==> src/rtl/spi_slave_param.sv <==
// SPI slave front-end: deserialises {cmd[1:0], payload} frames and serialises RAM read data on MISO.
// Optional read timeout enabled by defining SPI_TX_TIMEOUT_EN.
module spi_slave_param #(
    parameter int unsigned DATA_W     = 8,
    parameter int unsigned TX_TIMEOUT = 16
) (
    input  logic              clk,
    input  logic              rst_n,
    input  logic              SS_n,
    input  logic              MOSI,
    output logic              MISO,
    output logic [DATA_W+1:0] rx_data,
    output logic              rx_valid,
    input  logic [DATA_W-1:0] tx_data,
    input  logic              tx_valid,
    output logic              tx_timeout,
    output logic              busy
);
    localparam int unsigned RX_W  = DATA_W + 2;
    localparam int unsigned CNT_W = $clog2(RX_W + 1);

    typedef enum logic [2:0] {
        StIdle, StChkCmd, StWrite, StReadAdd, StReadData, StWaitTx, StSend, StHold
    } state_e;

    state_e            cs_q, cs_d;
    logic [CNT_W-1:0]  cnt_q, cnt_d;
    logic [RX_W-2:0]   shift_q, shift_d;
    logic [RX_W-1:0]   rx_data_q, rx_data_d;
    logic              rx_valid_q, rx_valid_d;
    logic              miso_q, miso_d;
    logic [DATA_W-1:0] tx_shift_q, tx_shift_d;
    logic              addr_rcvd_q, addr_rcvd_d;

`ifdef SPI_TX_TIMEOUT_EN
    localparam int unsigned TO_W = $clog2(TX_TIMEOUT + 1);
    logic [TO_W-1:0] to_cnt_q, to_cnt_d;
    logic            tx_timeout_q, tx_timeout_d;
`endif

    always_comb begin
        cs_d        = cs_q;
        cnt_d       = cnt_q;
        shift_d     = shift_q;
        rx_data_d   = rx_data_q;
        rx_valid_d  = 1'b0;
        miso_d      = miso_q;
        tx_shift_d  = tx_shift_q;
        addr_rcvd_d = addr_rcvd_q;
`ifdef SPI_TX_TIMEOUT_EN
        to_cnt_d     = to_cnt_q;
        tx_timeout_d = 1'b0;
`endif
        if (SS_n) begin
            cs_d   = StIdle;
            cnt_d  = '0;
            miso_d = 1'b0;
`ifdef SPI_TX_TIMEOUT_EN
            to_cnt_d = '0;
`endif
        end else begin
            unique case (cs_q)
                StIdle: begin
                    cs_d   = StChkCmd;
                    miso_d = 1'b0;
                end
                StChkCmd: begin
                    cnt_d = CNT_W'(RX_W);
                    if (!MOSI)            cs_d = StWrite;
                    else if (addr_rcvd_q) cs_d = StReadData;
                    else                  cs_d = StReadAdd;
                end
                StWrite, StReadAdd, StReadData: begin
                    shift_d = {shift_q[RX_W-3:0], MOSI};
                    cnt_d   = (cnt_q != '0) ? cnt_q - 1'b1 : '0;
                    if (cnt_q <= CNT_W'(1)) begin
                        rx_data_d  = {shift_q, MOSI};
                        rx_valid_d = 1'b1;
                        cnt_d      = '0;
                        if (cs_q == StReadData) begin
                            cs_d = StWaitTx;
`ifdef SPI_TX_TIMEOUT_EN
                            to_cnt_d = '0;
`endif
                        end else begin
                            cs_d = StHold;
                        end
                        if (cs_q == StReadAdd) addr_rcvd_d = 1'b1;
                    end
                end
                StWaitTx: begin
                    if (tx_valid) begin
                        miso_d     = tx_data[DATA_W-1];
                        tx_shift_d = tx_data;
                        cnt_d      = CNT_W'(DATA_W - 1);
                        cs_d       = StSend;
`ifdef SPI_TX_TIMEOUT_EN
                    end else if (to_cnt_q == TO_W'(TX_TIMEOUT - 1)) begin
                        // Master still clocks out a byte; all-ones marks it as invalid data.
                        tx_timeout_d = 1'b1;
                        miso_d       = 1'b1;
                        tx_shift_d   = {DATA_W{1'b1}};
                        cnt_d        = CNT_W'(DATA_W - 1);
                        to_cnt_d     = '0;
                        cs_d         = StSend;
                    end else begin
                        to_cnt_d = to_cnt_q + 1'b1;
`endif
                    end
                end
                StSend: begin
                    if (cnt_q != '0) begin
                        miso_d     = tx_shift_q[DATA_W-2];
                        tx_shift_d = tx_shift_q << 1;
                        cnt_d      = cnt_q - 1'b1;
                    end else begin
                        miso_d      = 1'b0;
                        addr_rcvd_d = 1'b0;
                        cs_d        = StHold;
                    end
                end
                StHold: miso_d = 1'b0;
                default: cs_d = StIdle;
            endcase
        end
    end

    always_ff @(posedge clk or negedge rst_n) begin
        if (!rst_n) begin
            cs_q        <= StIdle;
            cnt_q       <= '0;
            shift_q     <= '0;
            rx_data_q   <= '0;
            rx_valid_q  <= 1'b0;
            miso_q      <= 1'b0;
            tx_shift_q  <= '0;
            addr_rcvd_q <= 1'b0;
        end else begin
            cs_q        <= cs_d;
            cnt_q       <= cnt_d;
            shift_q     <= shift_d;
            rx_data_q   <= rx_data_d;
            rx_valid_q  <= rx_valid_d;
            miso_q      <= miso_d;
            tx_shift_q  <= tx_shift_d;
            addr_rcvd_q <= addr_rcvd_d;
        end
    end

`ifdef SPI_TX_TIMEOUT_EN
    always_ff @(posedge clk or negedge rst_n) begin
        if (!rst_n) begin
            to_cnt_q     <= '0;
            tx_timeout_q <= 1'b0;
        end else begin
            to_cnt_q     <= to_cnt_d;
            tx_timeout_q <= tx_timeout_d;
        end
    end
    assign tx_timeout = tx_timeout_q;
`else
    assign tx_timeout = 1'b0;
`endif

    assign MISO     = miso_q;
    assign rx_data  = rx_data_q;
    assign rx_valid = rx_valid_q;
    assign busy     = (cs_q != StIdle);

endmodule
==> config.mk <==
export PLATFORM = sky130hd
export DESIGN_NAME = spi_slave_param
export DESIGN_NICKNAME = d
export VERILOG_FILES = /design/src/rtl/spi_slave_param.sv
export SDC_FILE = /design/constraint.sdc
export NUM_CORES = 1
export LEC_CHECK = 0
export ABC_AREA = 1
export CAP_MARGIN = 20
export CORE_MARGIN = 3
export CORE_UTILIZATION = 45
export DETAILED_ROUTE_END_ITERATION = 12
export HOLD_SLACK_MARGIN = 0.15
export PLACE_DENSITY = 0.7
export SLEW_MARGIN = 15
export SYNTH_ARGS = -nofsm -noshare
export SYNTH_HDL_FRONTEND = slang
export SYNTH_SLANG_ARGS = --single-unit
==> constraint.sdc <==
create_clock -name clk -period 2.6 [get_ports clk]
set_input_delay 0.26 -clock clk [delete_from_list [all_inputs] [get_ports clk]]
set_output_delay 0.26 -clock clk [all_outputs]
set_load 0.005 [all_outputs]
==> Word level (Yosys, flattened, before mapping) <==
Cells that the tools add are included.
{ "totals": {"regBits": 36, "latch_bits": 0, "ramBits": 0, "mem_bits_ro": 0, "input_bits": 13, "output_inout_bits": 14, "elab_cells": 72, "n_memories": 0} }
{ "classes": {"n_addsub": 1, "multipliers": 0, "n_div": 0, "magnitude_cmp": 1, "eq_ne": 16, "shifts": 0, "mux": 28, "n_bitwise": 1, "n_reduce_logical": 17} }
{ "op_table": {"columns": ["cell", "n"], "rows": [
  ["$mux 4", 5],
  ["$mux 3", 6],
  ["$pmux 4 s4", 1],
  ["$pmux 3 s5", 1],
  ["$mux 7", 2],
  ["$pmux 7 s2", 1],
  ["$eq 3x3->1 const B", 4],
  ["$ne 3x3->1 const B", 4],
  ["$ne 2x2->1 const B", 5],
  ["$mux 1", 9],
  ["$reduce_and 4->1", 2],
  ["$reduce_bool 4->1", 2],
  ["$eq 3x2->1 const B", 2],
  ["$reduce_and 3->1", 2],
  ["$reduce_bool 6->1", 1],
  ["$reduce_and 5->1", 1],
  ["$reduce_bool 5->1", 1],
  ["$le 4x1->1 const B", 1],
  ["$reduce_and 2->1", 2],
  ["$reduce_bool 2->1", 2],
  ["$sub 4x1->4 const B", 1],
  ["$eq 3x1->1 const B", 1],
  ["$logic_not 3->1", 1],
  ["$pmux 1 s3", 1],
  ["other kinds (6)", 6]
]} }

==> Longest topological paths before layout <==
{ "logic_depth": {"ltp_word": 5, "mapped_depth": 11} }

==> Worst setup path after synthesis <==
Ideal clock, no wire load.
{ "synth_timing": {"path_type": "register to register", "from": "register cnt_q[0]", "to": "register cnt_q[1]", "setup_ns": 0.066, "arrival_time_ns": 1.410, "required_time_ns": 2.534, "path_slack_ns": 1.124, "path_stages_with_launch": 11, "period_less_slack_ns": 1.476, "cell_sequence": "dfrtp_1 > inv_1 > ha_1 > inv_1 > nand2_1 > nand2_1 > clkbuf_1 > nand3_1 > nand3_1 > nand2_1 > nand2_1"} }
{ "synth_between": {"elab_chain_len": 5, "word_cells_on_any_way": 10} }
{ "synth_lines": {"columns": ["item", "line", "text"], "rows": [
  ["from (decl)", "27", "logic [CNT_W-1:0] cnt_q, cnt_d;"],
  ["from (signal assigned)", "140", "cnt_q <= cnt_d;"],
  ["$sub 4x1->4 or $reduce_bool 4->1 (tied branches)", "75, 115, 112", null],
  ["$mux 4", "75", "cnt_d = (cnt_q != '0) ? cnt_q - 1'b1 : '0;"],
  ["$mux 4", "76", "if (cnt_q <= CNT_W'(1)) begin"],
  ["$pmux 4 s4", "62", "unique case (cs_q)"],
  ["$mux 4", "54", "if (SS_n) begin"]
]} }
Parallel ways exist; a longest one is shown, timed or not. The select of a mux whose other input is x is not followed.
A chain may end at the register's enable or synchronous reset.

==> Worst setup path in the final report <==
{ "layout_timing": {"from": "register cs_q[1]", "to": "output busy"} }
{ "layout_between": {"elab_chain_len": 1} }
{ "layout_lines": {"columns": ["item", "line", "text"], "rows": [
  ["from (decl)", "26", "state_e cs_q, cs_d;"],
  ["from (signal assigned)", "130", "cs_q <= StIdle;"],
  ["from (signal assigned)", "139", "cs_q <= cs_d;"],
  ["$reduce_bool 3->1", "168", "assign busy = (cs_q != StIdle);"],
  ["to (decl)", "17", "output logic busy"]
]} }
Every way passes these cells.

==> results <==
- From left edge to right edge, the die measures roughly 72 um.
- 0 antenna diodes ended up in the layout.
- The number of cell instances on the worst register-to-register path is 11.
- The number of max-slew violations in the final report was 0.
- The layout has between 300 and 400 filler cells.
- The height of the chip is 72.1 um.
- The pin count of the biggest net entering global routing is 37.
- The level count of the clock H-tree is 2.
- The endpoint type of the worst setup path is an output port.
- In this run the tool buffered the top-level ports with 25 buffer cells.
- The ratio of routed vias to standard cells is 4.83.
- For this design the top-level I/O count stands at 27.
- The die area is 5190 um2.
- The number of clock buffers added by TritonCTS is 5.
- The clock insertion delay at the later pin of the skew report is 0.29 ns.
- The average footprint of a synthesized cell is 7.50 um2.
- The synthesized design contains 36 register bits.
- The static leakage is about 1.2 nW.
- Between clock sinks in the finished design, the worst skew comes to 0.00473 ns.
- The count of non-filler cells in the finished layout is roughly 340.
- The number of optimization iterations in the first detailed-route pass is 4.
- Adding up every negative setup slack in the final design gives 0 ns.
- The clock-pin slew on the worst setup and hold paths is about 0.070 ns.
- After detailed routing, the average wire length per cell comes to about 11 um.
- The final HPWL from detailed placement is 2.77 mm.
- The path type of the worst setup path is flip-flop to output port.
- The internal cell power is 0.00173 W.
- The number of hold buffers added after CTS was 0.
- TritonCTS built the clock tree.
- The run finished with clean final reports.
- The worst path needs approximately 1.9 ns of the cycle, external delays included.
- The congestion estimate from routability-driven global placement came to 0.821.
- After detailed placement, the design holds a cell count of about 330.
- Counting along the longest clock path gives a buffer depth of 2.
- The overall track demand over capacity in global routing is 0.166.
- Post-CTS timing repair inserted 0 buffers for setup.
- In the routed design, unresolved DRC markers number 0.
- The worst setup path is launched from a flip-flop.
- The maximum fanout along the worst path is 9.
- The clock group share of total power is 0.246.
- For the worst setup path, the data arrival time is 1.61 ns.
- The via count of the first global-routing pass is 1606.
- Synthesis produced a netlist whose cell count is 262.
- The root buffer cell is sky130_fd_sc_hd__clkbuf_8.
- For this run, the post-layout net count is 303.
- The share of the Yosys chip area taken by registers is 0.459.
- The wire length reported by the detailed router is 3.81 mm.
- Summed over all layers, the global routing overflow is 0.
- The number of nets in the synthesized netlist is 277.
- The initial utilization of the core area, before any placement, comes to 0.477.
- Of the total power, the share spent switching nets is 0.373.
- The floorplan has 23 rows.
- The worst hold path class is primary input to async pin.
- In the final layout, the share of cells above drive strength 1 is 0.118.
- The first global-routing pass estimated roughly 6.8 mm of wire.
- The number of endpoints failing setup at the final stage is 0.
- Based on the critical path, the design can be clocked at up to about 0.53 GHz.
- The number of antenna violations at the first check in global routing is 0.
- The remaining number of nets flagged by the antenna check after routing is 0.
- Across the run, the number of max-cap violations was 0.
- The number of hold violations in the final report is 0.
- VDD sags by at most 438 uV.
- Relative to the synthesized area, the layout overhead comes to 22.2%.
- In this run the standard cell core region covers 4120 um2.
- The power per standard cell area is about 1100 nW/um2.
- The synthesized netlist contains 26 unique library cells.
- The share of total power dissipated in sequential elements is 0.342.
- Across all layers, the routed design uses 1639 vias.
- Setup repair after global routing left no endpoint under its margin.
- The endpoint required time on the critical path is 2.34 ns.
- The CTS sink count is 36.
- After synthesis the cells add up to approximately 2000 um2.
- The number of warnings reported in the yosys synthesis log is 0.
- Dividing the final minimum period by the clock period gives 0.721.
- In this run, the number of DRC markers left after iteration 0 of detailed routing was 100.
- The number of gates given a new drive strength after cts is 0.
- Summed over all nets, the switching power comes to 0.00103 W.
- The part of the total power dissipated in combinational logic is 0.411.
[power groups by stage]
stage	registers (W)	clock network, W	logic, W
after floorplan	0.000915	0	0.000792
after global placement	0.000946	0	0.00112
after detailed placement	0.000952	0	0.00114
after CTS	0.000945	0.000694	0.00114
after global routing	0.000981	0.000714	0.00131
final	0.000942	0.000679	0.00113
[final timing paths]
path                                             start  slack [ns]                      to
worst max-delay path               cs_q[1]$_DFFE_PN0P_        0.73                    busy
worst min-delay path                             rst_n        0.40  rx_data[9]$_DFFE_PN0P_
worst max register to register    cnt_q[0]$_DFFE_PN0P_        0.82     cs_q[1]$_DFFE_PN0P_
worst min register to register  rx_data[6]$_DFFE_PN0P_        0.48  rx_data[6]$_DFFE_PN0P_
max in group asynchronous                        rst_n        1.88  shift_q[0]$_DFFE_PN0P_
min in group clk                rx_data[6]$_DFFE_PN0P_        0.48  rx_data[6]$_DFFE_PN0P_
[metrics by stage]
step | power (W) | area [um2] | worst slack [ns] | util | hold slack (ns)
finish | 0.00275 | 2400 | 0.725 | 0.583 | 0.397
detailed placement | 0.00209 | 2240 | 0.707 | 0.545 | 0.470
CTS | 0.00278 | 2400 | 0.718 | 0.583 | 0.412
floorplan | 0.00171 | 1960 | 1.12 | - | -0.0356
global placement | 0.00207 | 2240 | 0.742 | 0.545 | 0.463
global route | 0.00300 | 2400 | 0.581 | 0.583 | 0.425
[routing by layer]
layer / part of all wire / vias up / GRT usage / wire length [um]
met5: 0 / - / 0 / 0
met4: 0.012 / 0 / 0.0647 / 45
met3: 0.044 / 7 / 0.0402 / 169
met2: 0.47 / 34 / 0.285 / 1800
met1: 0.47 / 723 / 0.198 / 1800
li1: - / 875 / - / -
[registers in the layout, indices dropped and copies added, names as in the netlist]
| name | count |
|---|---|
| addr_rcvd_q | 1 |
| shift_q | 9 |
| rx_valid | 1 |
| tx_shift_q | 7 |
| cnt_q | 4 |
| cs_q | 3 |
| MISO | 1 |
| rx_data | 10 |
[worst max-delay path, cell delays in order, from the launching register on]
cell                              delay [ns]
sky130_fd_sc_hd__dfrtp_1                0.55
sky130_fd_sc_hd__nor2_1                 0.12
sky130_fd_sc_hd__nand2_1                0.14
sky130_fd_sc_hd__clkdlybuf4s50_1        0.52
[cell usage in the layout (no fill, tap or decap)]
master,synthesis,layout
sky130_fd_sc_hd__conb_1,1,1
sky130_fd_sc_hd__a21oi_1,6,6
sky130_fd_sc_hd__nand3_2,1,1
sky130_fd_sc_hd__nand4_1,1,1
sky130_fd_sc_hd__inv_2,3,3
sky130_fd_sc_hd__nand3_4,1,1
sky130_fd_sc_hd__a21oi_2,5,5
sky130_fd_sc_hd__clkbuf_8,0,5
sky130_fd_sc_hd__o21ai_0,5,5
sky130_fd_sc_hd__nand2_1,86,86
sky130_fd_sc_hd__clkdlybuf4s50_1,0,25
sky130_fd_sc_hd__dfrtp_1,36,36
sky130_fd_sc_hd__nand3_1,27,27
sky130_fd_sc_hd__inv_4,1,1
sky130_fd_sc_hd__ha_1,2,2
sky130_fd_sc_hd__nor2_4,2,2
sky130_fd_sc_hd__nor2_2,2,2
sky130_fd_sc_hd__nand2_2,5,5
sky130_fd_sc_hd__nand3b_1,1,1
sky130_fd_sc_hd__bufinv_16,0,3
sky130_fd_sc_hd__buf_4,2,4
sky130_fd_sc_hd__inv_1,22,22
sky130_fd_sc_hd__nor2_1,28,28
sky130_fd_sc_hd__xor2_1,2,2
sky130_fd_sc_hd__o21ai_1,13,13
sky130_fd_sc_hd__o21ai_2,2,2
[final cells by class]
type	count	area, um2	share of cell area
Timing Repair Buffer	29	280	0.117
Tap cell	50	62.6	0.0261
Sequential cell	36	901	0.375
Multi-Input combinational cell	190	898	0.374
Clock buffer	5	68.8	0.0287
Inverter	26	100	0.0417
Clock inverter	3	90.1	0.0375
[kinds of logic after synthesis]
logic type      Yosys count  share of synthesized area
buf+inv                  36                     0.0841
flops                    36                      0.459
xor+xnor                  2                    0.00892
other cells               1                    0.00191
compound gates           31                     0.0924
fa+ha+maj                 2                     0.0127
simple gates            154                      0.341
[Yosys cell counts, drive strengths merged]
| library cell | number | share of area |
|---|---|---|
| nor2 | 32 | 0.071 |
| nand3b | 1 | 0.0038 |
| xor2 | 2 | 0.0089 |
| nand4 | 1 | 0.0032 |
| o21ai | 20 | 0.055 |
| inv | 26 | 0.051 |
| conb | 1 | 0.0019 |
| a21oi | 11 | 0.038 |
| nand3 | 29 | 0.083 |
| nand2 | 91 | 0.18 |
| buf | 8 | 0.029 |
| dfrtp | 36 | 0.46 |
| clkbuf | 2 | 0.0038 |
| ha | 2 | 0.013 |
No activity file was read; power rests on OpenSTA's default activity.
